==> config.mk <==
export PLATFORM = sky130hd
export DESIGN_NAME = reg_master_flat
export DESIGN_NICKNAME = d
export VERILOG_FILES = /design/src/rtl/reg_master_if.sv /design/src/rtl/reg_master.sv /design/src/flat_wrapper.sv
export SDC_FILE = /design/constraint.sdc
export NUM_CORES = 1
export LEC_CHECK = 0
export ABC_AREA = 1
export CAP_MARGIN = 20
export CORE_MARGIN = 1.5
export CORE_UTILIZATION = 45
export DETAILED_ROUTE_END_ITERATION = 12
export PLACE_DENSITY = 0.8
export SKIP_CTS_REPAIR_TIMING = 1
export SYNTH_ARGS = -nofsm -noshare
export SYNTH_HDL_FRONTEND = slang
export SYNTH_SLANG_ARGS = --single-unit
==> constraint.sdc <==
create_clock -name clk -period 2.3 [get_ports clk]
set_input_delay 0.46 -clock clk [delete_from_list [all_inputs] [get_ports clk]]
set_output_delay 0.46 -clock clk [all_outputs]
set_load 0.1 [all_outputs]
==> src/rtl/reg_master_if.sv <==
// Command, response and register-bus signals of the reg_master initiator.
interface reg_master_if #(
    parameter int unsigned ADDR_WIDTH = 8,
    parameter int unsigned DATA_WIDTH = 16
);
    logic                  cmd_valid;
    logic                  cmd_ready;
    logic                  cmd_wr;
    logic [ADDR_WIDTH-1:0] cmd_addr;
    logic [DATA_WIDTH-1:0] cmd_wdata;

    logic                  rsp_valid;
    logic                  rsp_ready;
    logic                  rsp_wr;
    logic [DATA_WIDTH-1:0] rsp_rdata;
    logic                  rsp_err;

    logic                  sel;
    logic                  wr;
    logic [ADDR_WIDTH-1:0] addr;
    logic [DATA_WIDTH-1:0] wdata;
    logic [DATA_WIDTH-1:0] rdata;
    logic                  ready;

    // reg_master's own view
    modport master (
        input  cmd_valid, cmd_wr, cmd_addr, cmd_wdata, rsp_ready, rdata, ready,
        output cmd_ready, rsp_valid, rsp_wr, rsp_rdata, rsp_err, sel, wr, addr, wdata
    );

    // agent + responder view
    modport slave (
        output cmd_valid, cmd_wr, cmd_addr, cmd_wdata, rsp_ready, rdata, ready,
        input  cmd_ready, rsp_valid, rsp_wr, rsp_rdata, rsp_err, sel, wr, addr, wdata
    );
endinterface

==> src/rtl/reg_master.sv <==
// Register-bus initiator: takes one command at a time, runs the sel/ready bus
// sequence (with optional stall timeout) and returns a held response.
module reg_master #(
    parameter int unsigned ADDR_WIDTH = 8,
    parameter int unsigned DATA_WIDTH = 16,
    parameter int unsigned TIMEOUT    = 64
) (
    input  logic         clk,
    input  logic         rst_n,
    reg_master_if.master ifc
);
    localparam int unsigned CNT_W = (TIMEOUT == 0) ? 1 : $clog2(TIMEOUT + 1);

    typedef enum logic [1:0] {IDLE, REQ, RDATA, RESP} state_t;

    state_t                state, state_nxt;
    logic [CNT_W-1:0]      cnt, cnt_nxt;
    logic                  timeout_hit;
    logic                  cnt_sat;
    logic                  sel_nxt, wr_nxt;
    logic [ADDR_WIDTH-1:0] addr_nxt;
    logic [DATA_WIDTH-1:0] wdata_nxt;
    logic                  rsp_valid_nxt, rsp_wr_nxt, rsp_err_nxt;
    logic [DATA_WIDTH-1:0] rsp_rdata_nxt;

    assign ifc.cmd_ready = rst_n & (state == IDLE);
    assign timeout_hit   = (TIMEOUT != 0) && (cnt == CNT_W'(TIMEOUT - 1));
    assign cnt_sat       = (cnt == {CNT_W{1'b1}});

    always_ff @(posedge clk or negedge rst_n) begin
        if (!rst_n) state <= IDLE;
        else        state <= state_nxt;
    end

    always_comb begin
        state_nxt = state;
        case (state)
            IDLE:    if (ifc.cmd_valid) state_nxt = REQ;
            REQ: begin
                if (ifc.ready)        state_nxt = ifc.wr ? RESP : RDATA;
                else if (timeout_hit) state_nxt = RESP;
            end
            RDATA:   state_nxt = RESP;
            RESP:    if (ifc.rsp_ready) state_nxt = IDLE;
            default: state_nxt = IDLE;
        endcase
    end

    // Next values of the registered bus/response outputs and stall counter
    always_comb begin
        sel_nxt       = ifc.sel;
        wr_nxt        = ifc.wr;
        addr_nxt      = ifc.addr;
        wdata_nxt     = ifc.wdata;
        rsp_valid_nxt = ifc.rsp_valid;
        rsp_wr_nxt    = ifc.rsp_wr;
        rsp_rdata_nxt = ifc.rsp_rdata;
        rsp_err_nxt   = ifc.rsp_err;
        cnt_nxt       = '0;
        case (state)
            IDLE: begin
                if (ifc.cmd_valid) begin
                    sel_nxt   = 1'b1;
                    wr_nxt    = ifc.cmd_wr;
                    addr_nxt  = ifc.cmd_addr;
                    wdata_nxt = ifc.cmd_wdata;
                end
            end
            REQ: begin
                if (ifc.ready) begin
                    // a read keeps sel up through the responder's recover cycle
                    if (ifc.wr) begin
                        sel_nxt       = 1'b0;
                        rsp_valid_nxt = 1'b1;
                        rsp_wr_nxt    = 1'b1;
                        rsp_rdata_nxt = '0;
                        rsp_err_nxt   = 1'b0;
                    end
                end else if (timeout_hit) begin
                    sel_nxt       = 1'b0;
                    rsp_valid_nxt = 1'b1;
                    rsp_wr_nxt    = ifc.wr;
                    rsp_rdata_nxt = '0;
                    rsp_err_nxt   = 1'b1;
                end else begin
                    cnt_nxt = cnt_sat ? cnt : cnt + CNT_W'(1);
                end
            end
            RDATA: begin
                sel_nxt       = 1'b0;
                rsp_valid_nxt = 1'b1;
                rsp_wr_nxt    = 1'b0;
                rsp_rdata_nxt = ifc.rdata;
                rsp_err_nxt   = 1'b0;
            end
            RESP: begin
                if (ifc.rsp_ready) begin
                    rsp_valid_nxt = 1'b0;
                    rsp_err_nxt   = 1'b0;
                end
            end
            default: ;
        endcase
    end

    always_ff @(posedge clk or negedge rst_n) begin
        if (!rst_n) begin
            cnt           <= '0;
            ifc.sel       <= 1'b0;
            ifc.wr        <= 1'b0;
            ifc.addr      <= '0;
            ifc.wdata     <= '0;
            ifc.rsp_valid <= 1'b0;
            ifc.rsp_wr    <= 1'b0;
            ifc.rsp_rdata <= '0;
            ifc.rsp_err   <= 1'b0;
        end else begin
            cnt           <= cnt_nxt;
            ifc.sel       <= sel_nxt;
            ifc.wr        <= wr_nxt;
            ifc.addr      <= addr_nxt;
            ifc.wdata     <= wdata_nxt;
            ifc.rsp_valid <= rsp_valid_nxt;
            ifc.rsp_wr    <= rsp_wr_nxt;
            ifc.rsp_rdata <= rsp_rdata_nxt;
            ifc.rsp_err   <= rsp_err_nxt;
        end
    end
endmodule

==> src/flat_wrapper.sv <==
// flat-port wrapper written by rule: the top's interface ports become plain ports
module reg_master_flat 
#(
    parameter int unsigned ADDR_WIDTH = 8,
    parameter int unsigned DATA_WIDTH = 16,
    parameter int unsigned TIMEOUT    = 64
)
  (clk, rst_n, ifc_cmd_valid, ifc_cmd_wr, ifc_cmd_addr, ifc_cmd_wdata, ifc_rsp_ready, ifc_rdata, ifc_ready, ifc_cmd_ready, ifc_rsp_valid, ifc_rsp_wr, ifc_rsp_rdata, ifc_rsp_err, ifc_sel, ifc_wr, ifc_addr, ifc_wdata);
  reg_master_if #(.ADDR_WIDTH(ADDR_WIDTH), .DATA_WIDTH(DATA_WIDTH)) ifc_i ();
  input  logic clk;
  input  logic rst_n;
  input wire logic [$bits(ifc_i.cmd_valid)-1:0] ifc_cmd_valid;
  input wire logic [$bits(ifc_i.cmd_wr)-1:0] ifc_cmd_wr;
  input wire logic [$bits(ifc_i.cmd_addr)-1:0] ifc_cmd_addr;
  input wire logic [$bits(ifc_i.cmd_wdata)-1:0] ifc_cmd_wdata;
  input wire logic [$bits(ifc_i.rsp_ready)-1:0] ifc_rsp_ready;
  input wire logic [$bits(ifc_i.rdata)-1:0] ifc_rdata;
  input wire logic [$bits(ifc_i.ready)-1:0] ifc_ready;
  output wire logic [$bits(ifc_i.cmd_ready)-1:0] ifc_cmd_ready;
  output wire logic [$bits(ifc_i.rsp_valid)-1:0] ifc_rsp_valid;
  output wire logic [$bits(ifc_i.rsp_wr)-1:0] ifc_rsp_wr;
  output wire logic [$bits(ifc_i.rsp_rdata)-1:0] ifc_rsp_rdata;
  output wire logic [$bits(ifc_i.rsp_err)-1:0] ifc_rsp_err;
  output wire logic [$bits(ifc_i.sel)-1:0] ifc_sel;
  output wire logic [$bits(ifc_i.wr)-1:0] ifc_wr;
  output wire logic [$bits(ifc_i.addr)-1:0] ifc_addr;
  output wire logic [$bits(ifc_i.wdata)-1:0] ifc_wdata;
  assign ifc_i.cmd_valid = ifc_cmd_valid;
  assign ifc_i.cmd_wr = ifc_cmd_wr;
  assign ifc_i.cmd_addr = ifc_cmd_addr;
  assign ifc_i.cmd_wdata = ifc_cmd_wdata;
  assign ifc_i.rsp_ready = ifc_rsp_ready;
  assign ifc_i.rdata = ifc_rdata;
  assign ifc_i.ready = ifc_ready;
  assign ifc_cmd_ready = ifc_i.cmd_ready;
  assign ifc_rsp_valid = ifc_i.rsp_valid;
  assign ifc_rsp_wr = ifc_i.rsp_wr;
  assign ifc_rsp_rdata = ifc_i.rsp_rdata;
  assign ifc_rsp_err = ifc_i.rsp_err;
  assign ifc_sel = ifc_i.sel;
  assign ifc_wr = ifc_i.wr;
  assign ifc_addr = ifc_i.addr;
  assign ifc_wdata = ifc_i.wdata;
  reg_master #(.ADDR_WIDTH(ADDR_WIDTH), .DATA_WIDTH(DATA_WIDTH), .TIMEOUT(TIMEOUT)) u_core (.clk(clk), .rst_n(rst_n), .ifc(ifc_i));
endmodule
==> flow_metrics.tcl, run 1 <==
set metrics [dict create \
    drt_wl_total_um 5120 \
    cts_buffers 5 \
    grt_pass1_wl_um 8510 \
    fin_skew_ps 5.49 \
    drt-initial-drc-count 112 \
    cp-end-kind "register" \
    globalRoute.totalOverflow 0 \
    detailed_place_hpwl_um 3800 \
    tightest_slew_ps 671 \
    clk_pin_slew_ps 90 \
    gp_congestion 0.865 \
    synthDistinctLibCells 22 \
    yosysWarnings 0 \
    reg2reg_slack_ps 370 \
    reg2reg_from "u_core.cnt[0]" \
    hold_violations 0 \
    fin_crit_sh_pct 83.9 \
    grt_pass1_vias 1967 \
    synthTopCellsByArea "dfrtp_1, nand2_1, mux2_2, nand3b_1, nand3_1" \
    htreeDepth 2 \
    worst_setup_path_start_kind "register" \
    wire_per_inst_um 12.3 \
    maxSlewHeadroom_pct 55.3 \
    seqCellArea_um2 1350 \
    crit_type "register to register" \
    synth_edf_count 0 \
    cts_buffer_depth 2 \
    multi_input_area_um2 1020 \
    synth_flop_cell "dfrtp_1" \
    ys_seq_area_share_pct 54.2 \
    coreArea_um2 5240 \
    route.vias.total 1988 \
    nNetsFinal 398 \
    status "completed" \
    antenna-diode-count 0 \
    syn-num-nets 304 \
    numClockSinks 54 \
    cts_root_buf "clkbuf_8" \
    hp-class "primary input to asynchronous set/reset pin" \
    die_h_um 77.4 \
    nFillCells 431 \
    rows 26 \
    cts_tree "yes" \
    synth_top_area_share_pct 54.2 \
    async_flop_share_pct 100 \
    dp_cells 409 \
    postRouteAntennaNets 0 \
    syn_area_um2 2490 \
    grt_max_degree 55 \
    yosys.area.top_type "dfrtp_1" \
    drive_gt1_share_pct 25.4 \
    tns_ps 0 \
    area_growth_pct 38.7 \
    netlist_instances 252 \
    cap_viol_max_count 0 \
    initial_core_util_pct 47.6 \
    die_w_um 77.4 \
    clkLatencyLatePin_ps 300 \
    dr.pass1.iters 4 \
    utilization_pct 66.0 \
    yosysMostFrequentCell "nand2_1" \
    ios 92 \
    io_buffer_count 91 \
    final_cells 417 \
    ys_ff_latch 54 \
    synth_commonest_cells "nand2_1, dfrtp_1, mux2_2" \
    max_freq_ghz 0.518 \
    finalCriticalPeriod_ps 1930 \
    critPathArrivalTime_ps 2120 \
    route.detailed.drc 0 \
    worst_ep_required_time_ps 2490 \
    path_max_fanout 27 \
    antenna_found_initial 0 \
    slew_viol_final 0 \
    cp-startpoint "u_core.cnt[0]" \
    finalSetupViolCount 0 \
    rsz0062_at_grt "false" \
    syn_avg_cell_area_um2 9.89 \
    grt_usage_pct 17.8 \
    vias_per_cell 4.77 \
    dieArea_um2 5990 \
]
-- metal layers --
layer  track usage [%]  part of all wire, %
met3              5.41                  7.3
met1              20.4                   43
met5                 0                    0
met4              6.91                  1.7
met2              31.1                   48
-- through the flow --
step / worst slack (ps) / cell area [µm²] / hold WS [ps]
after global placement: 406 / 3370 / 461
after detailed placement: 359 / 3370 / 461
final: 371 / 3450 / 286
after CTS: 355 / 3450 / 310
after floorplan: 277 / 2490 / 164
after global routing: 168 / 3450 / 347
-- final timing paths --
path	end	cells past startpoint
setup / recovery	u_core.ifc.rsp_rdata[7]	6
hold / removal	u_core.ifc.wdata[3]	2
setup reg to reg	u_core.ifc.rsp_rdata[7]	6
hold reg to reg	u_core.ifc.sel	2
max in group asynchronous	u_core.cnt[2]	2
min in group clk	u_core.ifc.sel	2
-- flip-flops by register name (all words and copies together), names as in the netlist --
signal and flops:
u_core.ifc.rsp_rdata 16, u_core.ifc.rsp_valid 1, u_core.state 2, u_core.ifc.rsp_wr 1, u_core.ifc.wr 1, u_core.cnt 7
u_core.ifc.sel 1, u_core.ifc.wdata 16, u_core.ifc.addr 8, u_core.ifc.rsp_err 1
-- worst max-delay path, stage by stage, from the launching register on --
cell	delay, ps
dfrtp_1	420
ha_1	250
nand3_2	140
o21ai_4	570
nand2_4	260
nand2_1	130
nand2_1	50
-- cells in the final DEF (no fill, tap or decap), drive strengths merged --
cell type / n
a21oi: 2
buf: 51
clkbuf: 6
clkdlybuf4s50: 44
clkinv: 2
dfrtp: 54
ha: 6
inv: 18
mux2: 24
nand2: 83
nand3: 17
nand3b: 17
nand4: 2
nor2: 11
nor3: 1
o21ai: 7
o21bai: 1
or2: 1
-- kinds of logic after synthesis --
family,after synthesis,synth area share (%)
multiplexers,24,10.8
AND/OR/NAND/NOR,132,24.4
buffers and inverters,26,4.97
adder cells (fa/ha/maj),6,3.01
flip-flops,54,54.2
AO/OA/AOI/OAI,10,2.56
-- layout make-up --
cell class	instances	area share [%]
clock buffers	6	2.10
clock inverters	2	0.398
inverters	18	1.96
multi-input cells	172	29.4
flip-flops and latches	54	39.1
well taps	70	2.54
repair buffers	95	24.5
Power of run 1 is left out: the tool's default activity adds up to more than one toggle a clock period on the data nets, which glitch-free logic cannot reach.
==> run 2: changes to the inputs <==
- CORE_UTILIZATION: 45 -> 44
- PLACE_DENSITY: 0.8 -> 0.78
- clock period: 2.3 -> 1.85 ns (I/O delays scaled with it)
==> run 2 against run 1 <==
Sequential share of layout area decreased by 5.8 points. Register-to-register slack got worse by 170 ps. Global-route usage increased by 1.8 points. Routed wire length grew 10%. Clock skew is 0.83 ps lower. Non-clock buffer count increased by 3. Worst hold slack got worse by 74 ps.
==> flow_metrics.tcl, run 2 (same netlist as run 1, synthesis figures left out) <==
set metrics [dict create \
    worst_setup_path_start_kind "register" \
    grt_usage_pct 19.6 \
    top_regs "u_core.ifc.rsp_rdata x16, u_core.ifc.wdata x16, u_core.ifc.addr x8" \
    final_area_um2 4060 \
    die_h_um 78.2 \
    drt_wl_total_um 5650 \
    coreArea_um2 5470 \
    die_w_um 78.2 \
    route.vias.total 2027 \
    tightest_slew_ps 675 \
    nFillCells 401 \
    crit_type "register to output port" \
    antenna-diode-count 0 \
    nNetsFinal 401 \
    cts_root_buf "clkbuf_8" \
    dp_cells 414 \
    cts_buffer_depth 2 \
    postRouteAntennaNets 0 \
    grt_pass1_wl_um 9490 \
    dieArea_um2 6120 \
    maxSlewHeadroom_pct 55.0 \
    initial_core_util_pct 45.5 \
    io_buffer_count 91 \
    ios 92 \
    clk_pin_slew_ps 90 \
    detailed_place_hpwl_um 4350 \
    slew_viol_final 0 \
    hp-class "primary input to asynchronous set/reset pin" \
    path_max_fanout 5 \
    final_common_cell "nand2_1" \
    reg2reg_depth 8 \
    status "completed" \
    final_cell_mix "nand2_1, dfrtp_1, buf_12, clkdlybuf4s50_1, mux2_2" \
    drive_gt1_share_pct 26.9 \
    tns_ps 0 \
    hold_violations 0 \
    reg2reg_from "u_core.state[1]" \
    worst_ep_required_time_ps 1480 \
    htreeDepth 2 \
    route.detailed.drc 0 \
    vias_per_cell 4.80 \
    critPathArrivalTime_ps 1370 \
    max_freq_ghz 0.575 \
    cp-end-kind "output port" \
    rsz0062_at_grt "false" \
    finalSetupViolCount 0 \
    placed_area_um2 3960 \
    wire_per_inst_um 13.4 \
    fin_crit_sh_pct 94.0 \
    gp_congestion 0.863 \
    grt_pass1_vias 2049 \
    clkLatencyLatePin_ps 300 \
    rows 27 \
    worstReg2RegEnd "u_core.ifc.rsp_rdata[8]" \
    cap_viol_max_count 0 \
    fin_skew_ps 4.66 \
    drt-initial-drc-count 114 \
    dr.pass1.iters 4 \
    reg2reg_slack_ps 200 \
    cts_buffers 5 \
    globalRoute.totalOverflow 0 \
    finalCriticalPeriod_ps 1740 \
    numClockSinks 54 \
    grt_max_degree 55 \
    antenna_found_initial 0 \
    final_cells 422 \
    cts_tree "yes" \
    area_growth_pct 62.9 \
]
## run 2: worst max-delay path, stage by stage (launching register included)
cell	delay (ps)
dfrtp_1	440
inv_2	110
ha_1	190
nand2_1	60
inv_1	90
buf_12	180
## run 2: area by class of cell
class | count | area [µm²] | share of cell area, %
multi-input cells | 172 | 1020 | 25.2
repair buffers | 98 | 1430 | 35.3
well taps | 72 | 90.1 | 2.22
inverters | 18 | 67.6 | 1.67
flip-flops and latches | 54 | 1350 | 33.3
clock inverters | 2 | 12.5 | 0.308
clock buffers | 6 | 82.6 | 2.04
## run 2: how the worst max path moves through the flow
stage / start / endpoint / slack (ps) / cells after the start
after floorplan: u_core.ifc.wr / u_core.ifc.rsp_rdata[0] / 130 / 8
after global placement: ifc_ready / u_core.ifc.rsp_rdata[6] / 190 / 7
after detailed placement: ifc_ready / u_core.ifc.rsp_rdata[8] / 120 / 7
after CTS: u_core.state[0] / ifc_cmd_ready / 50 / 5
after global routing: u_core.state[1] / ifc_cmd_ready / 20 / 5
final: u_core.state[0] / ifc_cmd_ready / 110 / 5
## run 2: layer usage
layer	GRT usage, %	part of all wire, %	up-vias
met4	5.54	1.4	0
met5	0	0	-
met2	34.9	52	67
met3	5.70	6.9	6
met1	23.1	40	951
li1	-	-	1003
## run 2: stage by stage
step,hold slack (ps),worst slack [ps],util [%]
finish,212,111,74.1
global placement,517,186,72.3
CTS,227,51.0,74.1
global route,257,17.3,74.1
detailed placement,524,123,72.3
floorplan,74.4,129,-
Power of run 2 is left out for the same reason.
==> run 3: changes to the inputs <==
- CORE_UTILIZATION: 44 -> 40
- PLACE_DENSITY: 0.78 -> 0.72
- SLEW_MARGIN: not set -> 20
==> run 3 against run 2 <==
Critical path depth unchanged. Global-route usage decreased by 2.3 points. Die area increased by 9.6%. Critical path type unchanged. Critical endpoint unchanged.
==> flow_metrics.tcl, run 3 (same netlist as run 1, synthesis figures left out) <==
set metrics [dict create \
    cts_buffer_depth 2 \
    cts_tree "yes" \
    route.vias.total 2124 \
    worst_slack_ps 89.9 \
    slew_viol_final 0 \
    final_common_cell "nand2_1" \
    cp_slowest_cell "dfrtp_1" \
    die_h_um 81.9 \
    cp-startpoint "u_core.state[0]" \
    placed_area_um2 3950 \
    clkLatencyLatePin_ps 310 \
    maxSlewHeadroom_pct 55.8 \
    crit_type "register to output port" \
    route.detailed.drc 0 \
    path_cells "inv_2, ha_1, nand2_1, inv_1, buf_12" \
    cts_buffers 5 \
    reg2reg_depth 5 \
    rows 28 \
    worst_setup_path_start_kind "register" \
    dr.pass1.iters 4 \
    cts_root_buf "clkbuf_8" \
    initial_core_util_pct 41.8 \
    path_buf_inv 3 \
    worst_ep_required_time_ps 1480 \
    reg2reg_from "u_core.cnt[1]" \
    grt_pass1_wl_um 8900 \
    numClockSinks 54 \
    drive_gt1_share_pct 28.3 \
    io_buffer_count 91 \
    preCtsSetupSlack_ps -83.1 \
    htreeDepth 2 \
    cp-end-kind "output port" \
    fin_skew_ps 9.76 \
    postRouteAntennaNets 0 \
    grt_max_degree 55 \
    crit_family "flip-flops" \
    reg2reg_slack_ps 190 \
    wire_per_inst_um 13.4 \
    top_regs "u_core.ifc.rsp_rdata x16, u_core.ifc.wdata x16, u_core.ifc.addr x8" \
    drt_wl_total_um 5800 \
    hp-class "primary input to asynchronous set/reset pin" \
    detailed_place_hpwl_um 4180 \
    fin_crit_sh_pct 95.1 \
    coreArea_um2 5960 \
    rsz0062_at_grt "false" \
    vias_per_cell 4.92 \
    worstReg2RegEnd "u_core.state[0]" \
    final_area_um2 4130 \
    grt_pass1_vias 1989 \
    grt_usage_pct 17.4 \
    max_freq_ghz 0.568 \
    status "completed" \
    gp_congestion 0.877 \
    finalSetupViolCount 0 \
    ios 92 \
    antenna-diode-count 0 \
    antenna_found_initial 0 \
    clk_pin_slew_ps 100 \
    nFillCells 469 \
    finalCriticalPeriod_ps 1760 \
    die_w_um 81.9 \
    final_cell_mix "nand2_1, dfrtp_1, buf_12, clkdlybuf4s50_1, mux2_2" \
    critPathArrivalTime_ps 1390 \
    cap_viol_max_count 0 \
    path_max_fanout 5 \
    final_cells 432 \
    area_growth_pct 65.7 \
    nNetsFinal 408 \
    hold_violations 0 \
    dieArea_um2 6710 \
    hold-worst-slack_ps 197 \
    globalRoute.totalOverflow 0 \
    drt-initial-drc-count 122 \
    dp_cells 415 \
    tightest_slew_ps 664 \
    critPathMaxStageDelay_ps 450 \
]
## run 3: changes by cell type in the layout (fill, tap and decap cells not counted)
cell,before,now
clkinvlp_4,1,0
buf_4,6,12
clkbuf_8,6,5
bufinv_16,0,1
clkinv_2,1,2
o21ai_2,0,1
## run 3: per-layer routing
metal,wire length (µm),vias up,track usage (%),share of wire [%]
met1,2310,1029,20.4,40
met2,2990,65,29.4,51
li1,-,1021,-,-
met5,0,-,0,0
met4,104,0,6.61,1.8
met3,402,9,5.67,6.9
## run 3: worst register-to-register path: stages (launching register included)
cell     delay [ps]
dfrtp_1         420
ha_1            240
nand3_2         170
o21ai_2         520
nand3_1         150
nand2_1         100
## run 3: layout make-up
class                   count  area (µm²)  share of cell area (%)
inverters                  18        67.6                    1.64
flip-flops and latches     54        1350                    32.8
clock inverters             3        40.0                   0.970
well taps                  75        93.8                    2.27
clock buffers               5        68.8                    1.67
multi-input cells         173        1030                    24.9
repair buffers            104        1480                    35.8
## run 3: metrics by stage
step / utilization (%) / TNS [ps]
global placement: 66.3 / 0
global route: 69.3 / 0
CTS: 68.1 / -1450
floorplan: - / 0
detailed placement: 66.3 / -1180
finish: 69.3 / 0
## run 3: how the worst max path moves through the flow
stage	endpoint	depth (start not counted)
after CTS	u_core.ifc.rsp_rdata[0]	6
after global placement	u_core.ifc.rsp_rdata[12]	6
after floorplan	u_core.ifc.rsp_rdata[0]	8
final	ifc_cmd_ready	5
after global routing	ifc_cmd_ready	5
after detailed placement	u_core.ifc.rsp_rdata[0]	6
Power of run 3 is left out for the same reason.
